File: src/rtl/adder_arbiter.sv
// One shared WIDTH-bit add/subtract unit behind a round-robin arbiter.
// The winner's operands are latched, computed in one cycle and held under valid/ack.
module adder_arbiter #(
  parameter int N_REQ = 4,
  parameter int WIDTH = 32,
  localparam int IDW = $clog2(N_REQ)
) (
  input  logic                   i_clk,
  input  logic                   i_rst,
  input  logic [N_REQ-1:0]       i_req,
  input  logic [N_REQ-1:0]       i_sub,
  input  logic [N_REQ*WIDTH-1:0] i_op1,
  input  logic [N_REQ*WIDTH-1:0] i_op2,
  input  logic                   i_ack,
  output logic [N_REQ-1:0]       o_gnt,
  output logic                   o_busy,
  output logic                   o_valid,
  output logic [IDW-1:0]         o_id,
  output logic [WIDTH-1:0]       o_result,
  output logic                   o_carry,
  output logic                   o_ovf
);

  typedef enum logic [1:0] {
    IDLE = 2'd0,
    CALC = 2'd1,
    RESP = 2'd2
  } state_t;

  state_t             state_q, state_d;
  logic [IDW-1:0]     ptr_q, ptr_d;
  logic [WIDTH-1:0]   op1_q, op1_d;
  logic [WIDTH-1:0]   op2_q, op2_d;
  logic               sub_q, sub_d;
  logic [N_REQ-1:0]   gnt_q, gnt_d;
  logic               busy_q, busy_d;
  logic               valid_q, valid_d;
  logic [IDW-1:0]     id_q, id_d;
  logic [WIDTH-1:0]   result_q, result_d;
  logic               carry_q, carry_d;
  logic               ovf_q, ovf_d;

  logic [WIDTH-1:0]   op1_arr [N_REQ];
  logic [WIDTH-1:0]   op2_arr [N_REQ];
  logic [IDW-1:0]     winner;
  logic [IDW-1:0]     cand;
  logic               found;
  int                 scan_idx;
  logic [WIDTH-1:0]   b_eff;
  logic [WIDTH:0]     sum;

  for (genvar gi = 0; gi < N_REQ; gi++) begin : g_unpack
    assign op1_arr[gi] = i_op1[gi*WIDTH +: WIDTH];
    assign op2_arr[gi] = i_op2[gi*WIDTH +: WIDTH];
  end

  always_comb begin
    state_d  = state_q;
    ptr_d    = ptr_q;
    op1_d    = op1_q;
    op2_d    = op2_q;
    sub_d    = sub_q;
    gnt_d    = gnt_q;
    valid_d  = valid_q;
    id_d     = id_q;
    result_d = result_q;
    carry_d  = carry_q;
    ovf_d    = ovf_q;
    winner   = '0;
    cand     = '0;
    found    = 1'b0;
    scan_idx = 0;

    // Scan starting at ptr and wrapping; first asserted line wins.
    for (int k = 0; k < N_REQ; k++) begin
      scan_idx = (int'(ptr_q) + k) % N_REQ;
      cand     = IDW'(scan_idx);
      if (!found && i_req[cand]) begin
        found  = 1'b1;
        winner = cand;
      end
    end

    b_eff = sub_q ? ~op2_q : op2_q;
    sum   = {1'b0, op1_q} + {1'b0, b_eff} + {{WIDTH{1'b0}}, sub_q};

    case (state_q)
      IDLE: begin
        if (found) begin
          op1_d         = op1_arr[winner];
          op2_d         = op2_arr[winner];
          sub_d         = i_sub[winner];
          gnt_d         = '0;
          gnt_d[winner] = 1'b1;
          id_d          = winner;
          ptr_d         = (winner == IDW'(N_REQ - 1)) ? '0 : winner + IDW'(1);
          state_d       = CALC;
        end
      end
      CALC: begin
        gnt_d    = '0;
        result_d = sum[WIDTH-1:0];
        carry_d  = sum[WIDTH];
        ovf_d    = (op1_q[WIDTH-1] == b_eff[WIDTH-1]) && (sum[WIDTH-1] != op1_q[WIDTH-1]);
        valid_d  = 1'b1;
        state_d  = RESP;
      end
      RESP: begin
        if (i_ack) begin
          valid_d = 1'b0;
          state_d = IDLE;
        end
      end
      default: state_d = IDLE;
    endcase

    busy_d = (state_d != IDLE);
  end

  always_ff @(posedge i_clk) begin
    if (i_rst) begin
      state_q  <= IDLE;
      ptr_q    <= '0;
      op1_q    <= '0;
      op2_q    <= '0;
      sub_q    <= 1'b0;
      gnt_q    <= '0;
      busy_q   <= 1'b0;
      valid_q  <= 1'b0;
      id_q     <= '0;
      result_q <= '0;
      carry_q  <= 1'b0;
      ovf_q    <= 1'b0;
    end else begin
      state_q  <= state_d;
      ptr_q    <= ptr_d;
      op1_q    <= op1_d;
      op2_q    <= op2_d;
      sub_q    <= sub_d;
      gnt_q    <= gnt_d;
      busy_q   <= busy_d;
      valid_q  <= valid_d;
      id_q     <= id_d;
      result_q <= result_d;
      carry_q  <= carry_d;
      ovf_q    <= ovf_d;
    end
  end

  assign o_gnt    = gnt_q;
  assign o_busy   = busy_q;
  assign o_valid  = valid_q;
  assign o_id     = id_q;
  assign o_result = result_q;
  assign o_carry  = carry_q;
  assign o_ovf    = ovf_q;

endmodule

File: config.mk
export PLATFORM = sky130hd
export DESIGN_NAME = adder_arbiter
export DESIGN_NICKNAME = d
export VERILOG_FILES = /design/src/rtl/adder_arbiter.sv
export SDC_FILE = /design/constraint.sdc
export NUM_CORES = 1
export LEC_CHECK = 0
export ABC_AREA = 0
export BUFFER_PORTS_ARGS = -buffer_cell sky130_fd_sc_hd__clkbuf_2
export CAP_MARGIN = 5
export CORE_ASPECT_RATIO = 2
export CORE_UTILIZATION = 45
export DETAILED_ROUTE_END_ITERATION = 10
export PLACE_DENSITY = 0.75
export SYNTH_ARGS = -nofsm -noshare
export SYNTH_HDL_FRONTEND = slang
export SYNTH_SLANG_ARGS = --single-unit
File: constraint.sdc
create_clock -name i_clk -period 3.6 [get_ports i_clk]
set_clock_uncertainty 0.15 [all_clocks]
set_input_delay 0.36 -clock i_clk [delete_from_list [all_inputs] [get_ports i_clk]]
set_output_delay 0.36 -clock i_clk [all_outputs]
set_load 0.03 [all_outputs]
# Yosys cells after proc, flatten, opt, wreduce, memory -nomap -nowiden
# Index checks and enable logic that the tools add are counted.
# word_totals
regBits,111
in_bits,267
elab_cells,84
# op_classes
n_eq_ne,7
addsub,6
reduce_logical,15
bitwise,2
magnitude_cmp,7
mux,35
# ops
cell,count
$mux 32,5
$bmux 32 s2,2
$add 32x32->33,1
$add 33x1->33,1
$not 32->32,1
$lt 2x3->1 const B,5
$mux 2,7
$mux 1,11
$bmux 1 s2,5
$pmux 4 s2,1
$pmux 2 s3,1
$reduce_and 2->1,3
$reduce_bool 2->1,3
$logic_and 1x1->1,5
$add 2x1->2 const B,2
$add 2x2->2 const B,2
$eq 2x2->1 const B,2
$mux 4,1
$ne 2x2->1 const B,2
$ge 3x3->1 const B,1
$logic_not 1->1,3
$not 2->3,1
$demux 1 s2,1
$eq 2x1->1 const B,1
other kinds (5),5

# Longest topological paths before layout
# Gate-level depths: netlist of the first run.
# logic_depth
depth_word,18
mapped_depth,13

# Least setup slack after synthesis of the first run
# Ideal clock, no wire load.
# synth_path
path_type,reg-to-reg
start,register sub_q
end,"register result_q[27], in the netlist o_result[27]"
path_buffers,2
setup_slack_ps,319
required_ps,3328
arrival_ps,3009
path_stages_with_launch,13
cell_sequence,dfxtp_1 > buf_6 > clkbuf_1 > xor2_1 > ha_1 > a21o_1 > a21o_1 > o211a_1 > or3b_1 > a211o_1 > nand2_1 > o21ai_1 > a221o_1
# synth_via
elab_chain_len,3
# synth_rtl
item,line_no,rtl
"start, declared",34,"logic sub_q, sub_d;"
"start signal, assigned",139,sub_q <= sub_d;
$mux 32,84,b_eff = sub_q ? ~op2_q : op2_q;
$add 32x32->33,85,"sum = {1'b0, op1_q} + {1'b0, b_eff} + {{WIDTH{1'b0}}, sub_q};"
$add 33x1->33 *,85,
"end signal, assigned",144,result_q <= result_d;
"end, declared",39,"logic [WIDTH-1:0] result_q, result_d;"
# Every way passes the cells marked *; elsewhere a longest branch is shown, timed or not.
# A chain may end at the register's enable or synchronous reset.

# Worst setup path after layout of the first run
# layout_path
start,register sub_q
end,"register ovf_q, in the netlist o_ovf"
# layout_via
elab_chain_len,5
elab_cells_between_ends,6
classes_between,2 x add/sub; 2 x eq/ne; 1 x mux; 1 x reduce/logical
# layout_rtl
item,line_no,rtl
$mux 32,84,
$add 32x32->33,85,
$add 33x1->33,85,
$ne 1x1->1,104,ovf_d = (op1_q[WIDTH-1] == b_eff[WIDTH-1]) && (sum[WIDTH-1] != op1_q[WIDTH-1]);
$logic_and 1x1->1 *,104,
"end signal, assigned",146,ovf_q <= ovf_d;
"end, declared",41,"logic ovf_q, ovf_d;"
# Marked as above.

==> results of run 1 <==
-- cells by family after synthesis --
logic type,synth area share
mux,0.102
compound gates,0.253
fa+ha+maj,0.0593
buf+inv,0.0486
flops,0.288
xor+xnor,0.0477
simple gates,0.201
-- synthesized netlist by cell type, types with 2 or more instances --
library cell / n
nand2_1: 164
xnor2_1: 6
xor2_1: 36
mux2i_1: 37
nand4_1: 6
inv_1: 21
buf_1: 6
nor3_1: 18
o211a_1: 3
a211o_1: 2
mux2_2: 36
buf_2: 9
o21ai_0: 29
o311ai_0: 4
a311o_1: 5
o31ai_1: 2
clkbuf_1: 57
nor2_1: 50
o21bai_1: 5
a311oi_1: 30
a211oi_1: 5
and2_1: 4
a2111oi_0: 2
a21o_1: 14
nand2b_1: 5
a31oi_1: 2
and4_1: 3
o211ai_1: 5
nand3b_1: 7
o21a_1: 8
dfxtp_1: 111
a21oi_1: 88
ha_1: 35
a221oi_1: 3
or3_1: 3
o22ai_1: 37
and3_1: 41
a22oi_1: 36
nand3_1: 27
o2111ai_1: 3
-- cell usage in the layout, fill, tap and decap left out, types with 6 or more instances in the layout --
master / instances
buf_4: 19
a22oi_1: 36
clkbuf_16: 9
o22ai_1: 37
nor2_1: 49
a311oi_1: 30
xor2_1: 36
nor3_1: 18
o21a_1: 8
inv_1: 21
xnor2_1: 6
nand4_1: 6
a21o_1: 14
o21ai_0: 29
nand3_1: 27
nand2_1: 164
mux2_2: 36
a21oi_1: 86
mux2i_1: 37
ha_1: 35
clkbuf_2: 307
dfxtp_1: 110
and3_1: 41
nand3b_1: 7
-- per-stage QoR --
stage	total power, mW	hold WS [ns]	util
3_5_place_dp	4.22	0.292	0.563
6_report	5.19	0.125	0.581
5_1_grt	5.53	0.138	0.581
3_3_place_gp	4.19	0.290	0.563
2_1_floorplan	3.39	0.314	-
4_1_cts	5.20	0.120	0.580
-- worst paths after layout --
kind                                   end                startpoint  slack (ns)  cells past startpoint
setup / recovery        o_ovf$_SDFFE_PP0P_        sub_q$_SDFFE_PP0P_        0.30                     11
hold / removal      op1_q[15]$_SDFFE_PP0P_                 i_op1[79]        0.12                      3
setup reg to reg        o_ovf$_SDFFE_PP0P_        sub_q$_SDFFE_PP0P_        0.30                     11
hold reg to reg   o_result[2]$_SDFFE_PP0P_  o_result[2]$_SDFFE_PP0P_        0.30                      2
-- routing by layer --
layer | global-route usage | share of wire
met5 | 0 | 0
met4 | 0.146 | 0.044
met1 | 0.323 | 0.37
met3 | 0.0317 | 0.037
met2 | 0.558 | 0.55
-- report_power, final --
part           leakage (nW)  internal (mW)  total, mW  switching [mW]
logic                  3.72           1.03       2.58            1.55
clock network         0.139          0.485      0.984           0.498
registers             0.914           1.44       1.62           0.180
-- final cells by class --
type                       instances  area, µm²  share of cell area
sequential                       111       2220               0.228
tap                              207        259              0.0266
clock inverter                     7       62.6             0.00642
timing repair buffer             329       1740               0.179
clock buffer                       9        225              0.0231
multi-input combinational        782       5150               0.529
inverter                          22       82.6             0.00848
-- flip-flops by register name, indices dropped and copies added (netlist names) --
name,flops
o_busy,1
o_carry,1
o_gnt,4
o_id,2
o_ovf,1
o_result,32
o_valid,1
op1_q,32
op2_q,32
ptr_q,2
state_q,2
sub_q,1
-- timing repair --
item | in CTS | in global routing
setup endpoints to repair | 0 | 3
hold endpoints to repair | 0 | 0
gates resized for setup | 0 | 3
setup buffers | 0 | 1
-- worst max-delay path, cell delays in order, from the launching register on --
cell and delay (ns):
dfxtp_2 0.41, buf_12 0.24, xor2_1 0.18, ha_1 0.29
a21o_1 0.18, a21o_1 0.19, o211a_1 0.27, or3b_1 0.39
a211o_1 0.38, nand3_2 0.14, a21oi_1 0.09, a311o_1 0.28
==> metrics.md, run 1 <==
| Metric | Value |
|---|---|
| Area grow syn2layout | `26.3%` |
| Period utilization | `0.917` |
| I/O Buffers | `slightly above 300` |
| Status | `finished, final reports clean` |
| Worst-Margin Slew | `0.814 ns` |
| DR vias | `approximately 8.4k` |
| Core Area | `16800 µm²` |
| Synth top area share | `0.288` |
| Antenna violations before repair | `0` |
| Final WS setup | `about 0.30 ns` |
| First-pass GRT wire length | `41.0 mm` |
| DIE HEIGHT | `187 µm` |
| Die width | `94.6 µm` |
| Peak VDD IR | `0.000369 V` |
| Clock buffer count from CTS | `9` |
| H-tree levels | `3` |
| FILL cells | `1675` |
| Total GRT Usage | `0.299` |
| Placed Area | `approximately 9400 µm²` |
| P_leak | `roughly 4.8 nW` |
| Sequential element share of the synthesized area | `0.288` |
| Pre-CTS setup slack | `0.293 ns` |
| TritonRoute pass-1 iters | `5` |
| Max Root-Sink Buffers | `2` |
| P per Cell Area | `533 nW/µm²` |
| Synth Flop Type | `dfxtp_1` |
| Async SR Flop Fraction | `0` |
| Crit path arrival time | `3.40 ns` |
| Cell Area, Synth | `between 7000 and 8000 µm²` |
| Yosys cell types | `63` |
| Post-route cell area | `roughly 9700 µm²` |
| Max Freq | `303 MHz` |
| Cell count after synthesis | `988` |
| GRT overflow | `0` |
| Dpl cells | `~1.5k` |
| WL final | `26.2 mm` |
| Clock sinks | `between 100 and 150` |
| Post-synth EDFFs | `0` |
| Synthesized area per cell | `between 7 and 8 µm²` |
| Minimum clock period | `3.30 ns` |
| Endpoints failing hold | `0` |
| Max cap viols | `0` |
| Final ANT Viol Nets | `0` |
| Io pins | `slightly above 300` |
| Initial Utilization | `0.460` |
| Critical path class | `flip-flop to flip-flop` |
| Mapped Nets | `1291` |
| Clock slew at reported path FFs | `around 0.080 ns` |
| Total Neg Setup Slack | `0 ns` |
| Flops & latches, synth | `about 110` |
| Remaining DRCs | `0` |
| Number of diodes | `0` |
| CP Capture Type | `flip-flop` |
| Synthesis warning total | `0` |
| Slew headroom | `0.453` |
| Initial DRC Count | `320` |
| Top cells by area, synth | `dfxtp_1, nand2_1, a21oi_1` |
| Final HPWL DP | `between 20 and 25 mm` |
| Full die area | `between 15000 and 20000 µm²` |
| Slew Limit Fails | `0` |
| # setup viols final | `0` |
| Clock Latency Late Sink | `between 0.3 and 0.4 ns` |
| Post-Layout Cell Count | `1467` |
| RSZ-0062 raised after global routing | `no` |
| FP Rows | `67` |
| TritonCTS clock tree | `built` |
| Startpoint Class | `flip-flop` |
| Largest net degree at the start of global routing | `106` |
| Vias per cell | `5.70` |
| Share of cells above drive strength 1 | `0.316` |
| Worst Path Required | `between 3 and 4 ns` |
| Final #Nets | `1558` |
| Hold buffer count at CTS | `0` |
| Area leader, netlist | `dfxtp_1` |
| Root Buffer | `clkbuf_16` |
| Routability Congestion | `0.974` |
| Vias in the first global route | `approximately 8.1k` |
| DR WL/cell | `17.8 µm` |
| Class of the worst hold path | `input pin to flip-flop` |
| Worst Path Max Fanout | `29` |
(Power assumes the default switching activity.)
==> run 2: changes to the inputs <==
--- a/config.mk
+++ b/config.mk
@@ -5,13 +5,13 @@
 export SDC_FILE = /design/constraint.sdc
 export NUM_CORES = 1
 export LEC_CHECK = 0
-export ABC_AREA = 0
+export ABC_AREA = 1
 export BUFFER_PORTS_ARGS = -buffer_cell sky130_fd_sc_hd__clkbuf_2
 export CAP_MARGIN = 5
 export CORE_ASPECT_RATIO = 2
 export CORE_UTILIZATION = 45
 export DETAILED_ROUTE_END_ITERATION = 10
-export PLACE_DENSITY = 0.75
+export PLACE_DENSITY = 0.72
 export SYNTH_ARGS = -nofsm -noshare
 export SYNTH_HDL_FRONTEND = slang
 export SYNTH_SLANG_ARGS = --single-unit
==> run 2 against run 1 <==
Net effect: cell count increased by 54%; power increased by 140%; non-clock buffer count decreased by 2; combinational power increased to 3.5 times the previous value; sequential power increased by 32%; setup slack improved by 0.31 ns; routed wire length increased by 30%; critical path depth increased by 3; maximum frequency increased by 10%; largest cell class unchanged.
==> metrics.md, run 2 <==
| Metric | Value |
|---|---|
| Status | `finished, final reports clean` |
| DR WL/cell | `15.0 µm (-16%)` |
| Final ANT Viol Nets | `0 (unchanged)` |
| Worst Path Required | `3.70 ns (about the same)` |
| Core Area | `21600 µm² (+29%)` |
| DR vias | `11.4k (+36%)` |
| Peak VDD IR | `0.000978 V (+160%)` |
| Placed Area | `11600 µm² (+23%)` |
| Max Root-Sink Buffers | `2 (unchanged)` |
| Final core utilization | `0.551 (-0.0301)` |
| Routability Congestion | `0.940 (-3.5%)` |
| I/O Buffers | `308 (unchanged)` |
| Hold_sp | `i_ack` |
| Cell count after synthesis | `1742 (+76%)` |
| Xor and xnor area share after synthesis | `0.0380 (-0.00972)` |
| Max Freq | `334 MHz (+10%)` |
| P_leak | `7.37 nW (+54%)` |
| Synth cell count leaders | `nand2_1, inv_1, nand3_1, nor2_1, dfxtp_1` |
| Synth Flop Type | `dfxtp_1` |
| Flops & latches, synth | `111 (unchanged)` |
| Async SR Flop Fraction | `0 (unchanged)` |
| Synth top area share | `0.224 (-0.0641)` |
| Commonest non-fill, non-tap cell in the layout | `nand2_1` |
| Mapped Nets | `2045 (+58%)` |
| Initial Utilization | `0.460 (-0.000509)` |
| FILL cells | `2286 (+36%)` |
| Yosys cell types | `37 (-41%)` |
| # setup viols final | `0 (unchanged)` |
| RSZ-0062 raised after global routing | `no` |
| Top cells by area, synth | `dfxtp_1, nand3_1, nand2_1` |
| Post-synthesis simple-gate area fraction | `0.445 (+0.244)` |
| CP Capture Type | `flip-flop` |
| GRT overflow | `0 (unchanged)` |
| Clock buffer count from CTS | `9 (unchanged)` |
| Area leader, netlist | `dfxtp_1` |
| Count leader, synth | `nand2_1` |
| Period utilization | `0.831 (-0.0860)` |
| Initial DRC Count | `581 (+82%)` |
| Worst Path Max Fanout | `18 (-38%)` |
| Max cap viols | `0 (unchanged)` |
| Worst-Margin Slew | `0.994 ns (+0.180 ns)` |
| Io pins | `309 (unchanged)` |
| Vias per cell | `5.01 (-12%)` |
| TritonRoute pass-1 iters | `5 (unchanged)` |
| Endpoints failing hold | `0 (unchanged)` |
| Largest net degree at the start of global routing | `129 (+22%)` |
| Pre-CTS setup slack | `0.723 ns (+0.430 ns)` |
| Multiplexer share of the synthesized area | `0 (-0.102)` |
| Slew headroom | `0.337 (-0.116)` |
| Post-CTS setup buffer count | `0 (unchanged)` |
| Full die area | `22700 µm² (+28%)` |
| Synthesized area per cell | `5.70 µm² (-27%)` |
| Total Neg Setup Slack | `0 ns (unchanged)` |
| Launching point of the worst reg2reg path | `sub_q$_SDFFE_PP0P_` |
| Antenna violations before repair | `0 (unchanged)` |
| Final HPWL DP | `27.2 mm (+30%)` |
| Synthesis warning total | `0 (unchanged)` |
| Critical path class | `flip-flop to flip-flop` |
| Class of the worst hold path | `input pin to flip-flop` |
| Post-route cell area | `11900 µm² (+22%)` |
| Cell Area, Synth | `9920 µm² (+29%)` |
| Number of diodes | `0 (unchanged)` |
| Final #Nets | `2291 (+47%)` |
| Clock sinks | `111 (unchanged)` |
| Clock Latency Late Sink | `0.37 ns (about the same)` |
| Post-synth EDFFs | `0 (unchanged)` |
| Adder-cell share of the synthesized area | `0.0461 (-0.0132)` |
| WHS | `0.0688 ns (-0.0561 ns)` |
| Area grow syn2layout | `19.9%` |
| Total GRT Usage | `0.303 (+0.00369)` |
| DIE HEIGHT | `212 µm (+13%)` |
| Minimum clock period | `2.99 ns (-0.310 ns)` |
| Remaining DRCs | `0 (unchanged)` |
| Vias in the first global route | `10.7k (+31%)` |
| First-pass GRT wire length | `53.2 mm (+30%)` |
| P per Cell Area | `1030 nW/µm² (+94%)` |
| Slew Limit Fails | `0 (unchanged)` |
| Worst Setup SP | `sub_q$_SDFFE_PP0P_` |
| Sequential element share of the synthesized area | `0.224 (-0.0641)` |
| Root Buffer | `clkbuf_16` |
| FP Rows | `76 (+13%)` |
| Share of cells above drive strength 1 | `0.181 (-0.135)` |
| Largest family of logic cells by synthesized area | `simple AND/OR/NAND/NOR gates` |
| WL final | `34.1 mm (+30%)` |
| TritonCTS clock tree | `built` |
| CTS resizes | `0 (unchanged)` |
| Clock slew at reported path FFs | `0.08 ns (about the same)` |
| Final WS setup | `0.608 ns (+0.310 ns)` |
| Synth Area in Compound Gates | `0.0680 (-0.185)` |
| Crit path arrival time | `3.10 ns (-0.30 ns)` |
| H-tree levels | `3 (unchanged)` |
| Startpoint Class | `flip-flop` |
| Hold buffer count at CTS | `0 (unchanged)` |
| Most frequent cells in the layout | `nand2_1, inv_1, clkbuf_2` |
| Die width | `107 µm (+13%)` |
run 2: changes by cell type in the layout (fill, tap and decap cells not counted), moves of 36 or more:
cell      previous run  this run
inv_1               21       339
nor2_1              49       232
a22oi_1             36         0
and3_1              41         0
o22ai_1             37         0
mux2_2              36         0
nand2_1            164       374
nand3_1             27       294
nand3b_1             7        64
mux2i_1             37         0
run 2: worst max-delay path: stages (launching register included):
cell	delay [ns]
dfxtp_1	0.40
buf_4	0.32
xor2_1	0.11
ha_1	0.36
nand2_1	0.06
o21ai_0	0.51
nand2_1	0.14
nand2_1	0.16
nand2_1	0.07
nand2_1	0.14
nand3_1	0.13
nand3_1	0.11
nand2_1	0.05
nor2_1	0.11
nor2_1	0.04
run 2: path summary, 6_finish.rpt:
check | end | slack [ns] | cells past startpoint
worst max-delay path | o_result[28]$_SDFFE_PP0P_ | 0.61 | 14
worst min-delay path | o_valid$_SDFFE_PP0P_ | 0.07 | 2
worst max register to register | o_result[28]$_SDFFE_PP0P_ | 0.61 | 14
worst min register to register | o_ovf$_SDFFE_PP0P_ | 0.32 | 2
run 2: cell type report:
cell class	count	area (µm²)	area share
flip-flops and latches	111	2220	0.187
clock inverters	6	75.1	0.00631
repair buffers	327	1770	0.149
well taps	273	342	0.0287
multi-input cells	1195	5950	0.500
clock buffers	10	239	0.0201
inverters	344	1290	0.109
run 2: kinds of logic after synthesis:
kind of cell / after synthesis
AO/OA/AOI/OAI: 122
XOR/XNOR: 43
adder cells (fa/ha/maj): 36
buffers and inverters: 436
flip-flops: 111
AND/OR/NAND/NOR: 994
run 2: per-stage QoR:
stage,instances,total power [mW]
2_1_floorplan,1742,8.72
3_3_place_gp,2250,11.1
3_5_place_dp,2250,11.2
4_1_cts,2266,12.3
5_1_grt,2266,13.5
6_report,2266,12.3
run 2: power by group:
group | internal, mW | total (mW) | leakage [nW] | switching, mW
clock | 0.572 | 1.06 | 0.157 | 0.491
sequential | 1.73 | 2.14 | 0.920 | 0.417
combinational | 2.96 | 9.05 | 6.30 | 6.09
run 2: metal layers:
metal	up-vias	wire length (µm)	GRT usage
li1	5870	-	-
met4	0	2260	0.191
met1	5032	12300	0.300
met2	348	18300	0.586
met3	103	1190	0.0303
met5	-	0	0
==> run 3: changes to the inputs <==
--- a/config.mk
+++ b/config.mk
@@ -11,7 +11,7 @@
 export CORE_ASPECT_RATIO = 2
 export CORE_UTILIZATION = 45
 export DETAILED_ROUTE_END_ITERATION = 10
-export PLACE_DENSITY = 0.72
+export PLACE_DENSITY = 0.74
 export SYNTH_ARGS = -nofsm -noshare
 export SYNTH_HDL_FRONTEND = slang
 export SYNTH_SLANG_ARGS = --single-unit
==> constraint.sdc (replaced) <==
create_clock -name i_clk -period 2.45 [get_ports i_clk]
set_clock_uncertainty 0.15 [all_clocks]
set_input_delay 0.245 -clock i_clk [delete_from_list [all_inputs] [get_ports i_clk]]
set_output_delay 0.245 -clock i_clk [all_outputs]
set_load 0.03 [all_outputs]
==> run 3 against run 2 <==
Net effect: the run now ends with setup timing left; routed wire length up 6.8%; critical path depth down 1; sequential power up 51%; global-route usage down 0.24 points; worst hold slack worse by 0.068 ns.
==> metrics.md, run 3 (synthesized netlist as in run 2, its figures left out) <==
| Metric | Value |
|---|---|
| Crit path arrival time | `2.60 ns (-0.50 ns)` |
| Worst Path Max Fanout | `7 (-11)` |
| Clock slew at reported path FFs | `0.08 ns (about the same)` |
| Class of the worst hold path | `input pin to flip-flop` |
| Die width | `107 µm (unchanged)` |
| Share of cells above drive strength 1 | `0.283 (+0.102)` |
| Commonest non-fill, non-tap cell in the layout | `nand2_1` |
| WL final | `36.4 mm (+6.8%)` |
| Clock Latency Late Sink | `0.37 ns (about the same)` |
| Critical path, cell by cell | `clkbuf_16, xor2_1, ha_1, a21oi_2, o21ai_0, buf_4, a21oi_4, o21a_1, nand2_1, nand2_1, nand3_1, nand2_1, inv_1` |
| Final #Nets | `2397 (+4.6%)` |
| Slew headroom | `0.703 (+0.365)` |
| Root Buffer | `clkbuf_16` |
| Minimum clock period | `2.47 ns (-0.524 ns)` |
| CP peak stage delay | `0.46 ns (-0.05 ns)` |
| Remaining DRCs | `0 (unchanged)` |
| Max cap viols | `0 (unchanged)` |
| Endpoints failing hold | `0 (unchanged)` |
| Total GRT Usage | `0.300 (-0.00236)` |
| Startpoint Class | `flip-flop` |
| Clock sinks | `111 (unchanged)` |
| DIE HEIGHT | `212 µm (unchanged)` |
| Violated checks | `setup timing` |
| RSZ-0062 raised after global routing | `yes` |
| Worst-Margin Slew | `0.435 ns (-0.559 ns)` |
| Most frequent CP cell | `nand2_1` |
| Critical path class | `flip-flop to flip-flop` |
| FP Rows | `76 (unchanged)` |
| Dpl cells | `2329 (+3.5%)` |
| Io pins | `309 (unchanged)` |
| Clock buffer count from CTS | `9 (unchanged)` |
| Pre-CTS setup slack | `-0.176 ns (-0.900 ns)` |
| Area grow syn2layout | `35.9%` |
| Worst Path Required | `2.58 ns (-1.12 ns)` |
| DR WL/cell | `15.3 µm (+2.0%)` |
| Final WS setup | `-0.0179 ns (-0.626 ns)` |
| H-tree levels | `3 (unchanged)` |
| Max Root-Sink Buffers | `2 (unchanged)` |
| Status | `complete, but fails checks` |
| DR vias | `12.1k (+6.7%)` |
| GRT overflow | `0 (unchanged)` |
| Initial DRC Count | `706 (+22%)` |
| Vias per cell | `5.10 (+1.9%)` |
| Max Freq | `405 MHz (+21%)` |
| Slowest-stage cell, CP | `dfxtp_4` |
| Slew Limit Fails | `0 (unchanged)` |
| Worst hold path depth | `3 (+1)` |
| Most frequent cells in the layout | `nand2_1, inv_1, clkbuf_2` |
| Core Area | `21600 µm² (unchanged)` |
| First-pass GRT wire length | `53.4 mm (+0.30%)` |
| R2R depth | `13 (-1)` |
| Full die area | `22700 µm² (unchanged)` |
| Antenna violations before repair | `1 (+1)` |
| Peak VDD IR | `0.000874 V (-11%)` |
| CP Capture Type | `flip-flop` |
| Final ANT Viol Nets | `0 (unchanged)` |
| I/O Buffers | `308 (unchanged)` |
| Largest net degree at the start of global routing | `93 (-28%)` |
| TritonCTS clock tree | `built` |
| FILL cells | `2070 (-9.4%)` |
| TritonRoute pass-1 iters | `7 (+2)` |
| P per Cell Area | `1640 nW/µm² (+59%)` |
| # setup viols final | `2 (+2)` |
| Final core utilization | `0.625 (+0.0736)` |
| Final HPWL DP | `27.6 mm (+1.4%)` |
| P_leak | `8.01 nW (+8.7%)` |
| Vias in the first global route | `11.2k (+4.6%)` |
| Period utilization | `1.01 (+0.176)` |
| Post-Layout Cell Count | `2373 (+4.7%)` |
| Routability Congestion | `0.979 (+4.1%)` |
| Initial Utilization | `0.460 (unchanged)` |
[run 3: cell types whose count changed in the layout (fill, tap and decap cells not counted), moves of 23 or more]
cell,previous run,this run
nor2_2,0,26
nand2_2,4,39
a21oi_1,55,32
buf_4,12,100
nand2_1,374,337
nor2_1,232,204
[run 3: cell type report]
| cell class | count | area (µm²) | share of cell area |
|---|---|---|---|
| multi-input cells | 1195 | 6500 | 0.482 |
| repair buffers | 433 | 2760 | 0.205 |
| flip-flops and latches | 111 | 2230 | 0.165 |
| inverters | 344 | 1300 | 0.0967 |
| well taps | 273 | 342 | 0.0253 |
| clock buffers | 9 | 225 | 0.0167 |
| clock inverters | 7 | 115 | 0.00854 |
| diodes | 1 | 2.50 | 0.000186 |
[run 3: what timing repair did]
action / in CTS / in global routing
pin swaps: 2 / 57
endpoints found under the hold margin: 2 / 0
hold buffers: 2 / 0
setup buffers: 0 / 18
setup endpoints to repair: 93 / 89
gates resized for setup: 14 / 162
cloned: 0 / 7
[run 3: critical path, delay by kind of cell (launching register included)]
family          cells  cell delay (ns)
buf+inv             3             0.39
flops               1             0.46
fa+ha+maj           1             0.32
simple gates        4             0.24
xor+xnor            1             0.17
compound gates      4             0.64
[run 3: report_power, final]
group          switching [mW]  leakage (nW)  internal, mW  total [mW]
clock network           0.746         0.163         0.924        1.67
logic                    10.4          6.93          6.83        17.2
registers               0.691         0.922          2.55        3.24
[run 3: worst paths after layout]
path	from	to	slack [ns]
worst max-delay path	sub_q$_SDFFE_PP0P_	o_result[29]$_SDFFE_PP0P_	-0.02
worst min-delay path	i_op1[94]	op1_q[30]$_SDFFE_PP0P_	0.0003
worst max register to register	sub_q$_SDFFE_PP0P_	o_result[29]$_SDFFE_PP0P_	-0.02
worst min register to register	o_gnt[0]$_SDFFE_PP0P_	o_gnt[0]$_SDFFE_PP0P_	0.32
[run 3: through the flow]
stage / hold WS [ns] / instance area (µm²) / TNS [ns] / power [mW]
floorplan: 0.213 / 9930 / 0 / 12.8
global placement: 0.305 / 12200 / -3.05 / 17.6
detailed placement: 0.308 / 12200 / -5.21 / 17.8
CTS: 0.00556 / 12600 / 0 / 19.6
global route: 0.0461 / 13500 / -2.17 / 23.8
finish: 0.000318 / 13500 / -0.0307 / 22.1
[run 3: metal layers]
layer / track usage / vias up / part of all wire
li1: - / 6079 / -
met1: 0.299 / 5436 / 0.35
met2: 0.580 / 469 / 0.54
met3: 0.0291 / 126 / 0.044
met4: 0.190 / 0 / 0.062
met5: 0 / - / 0
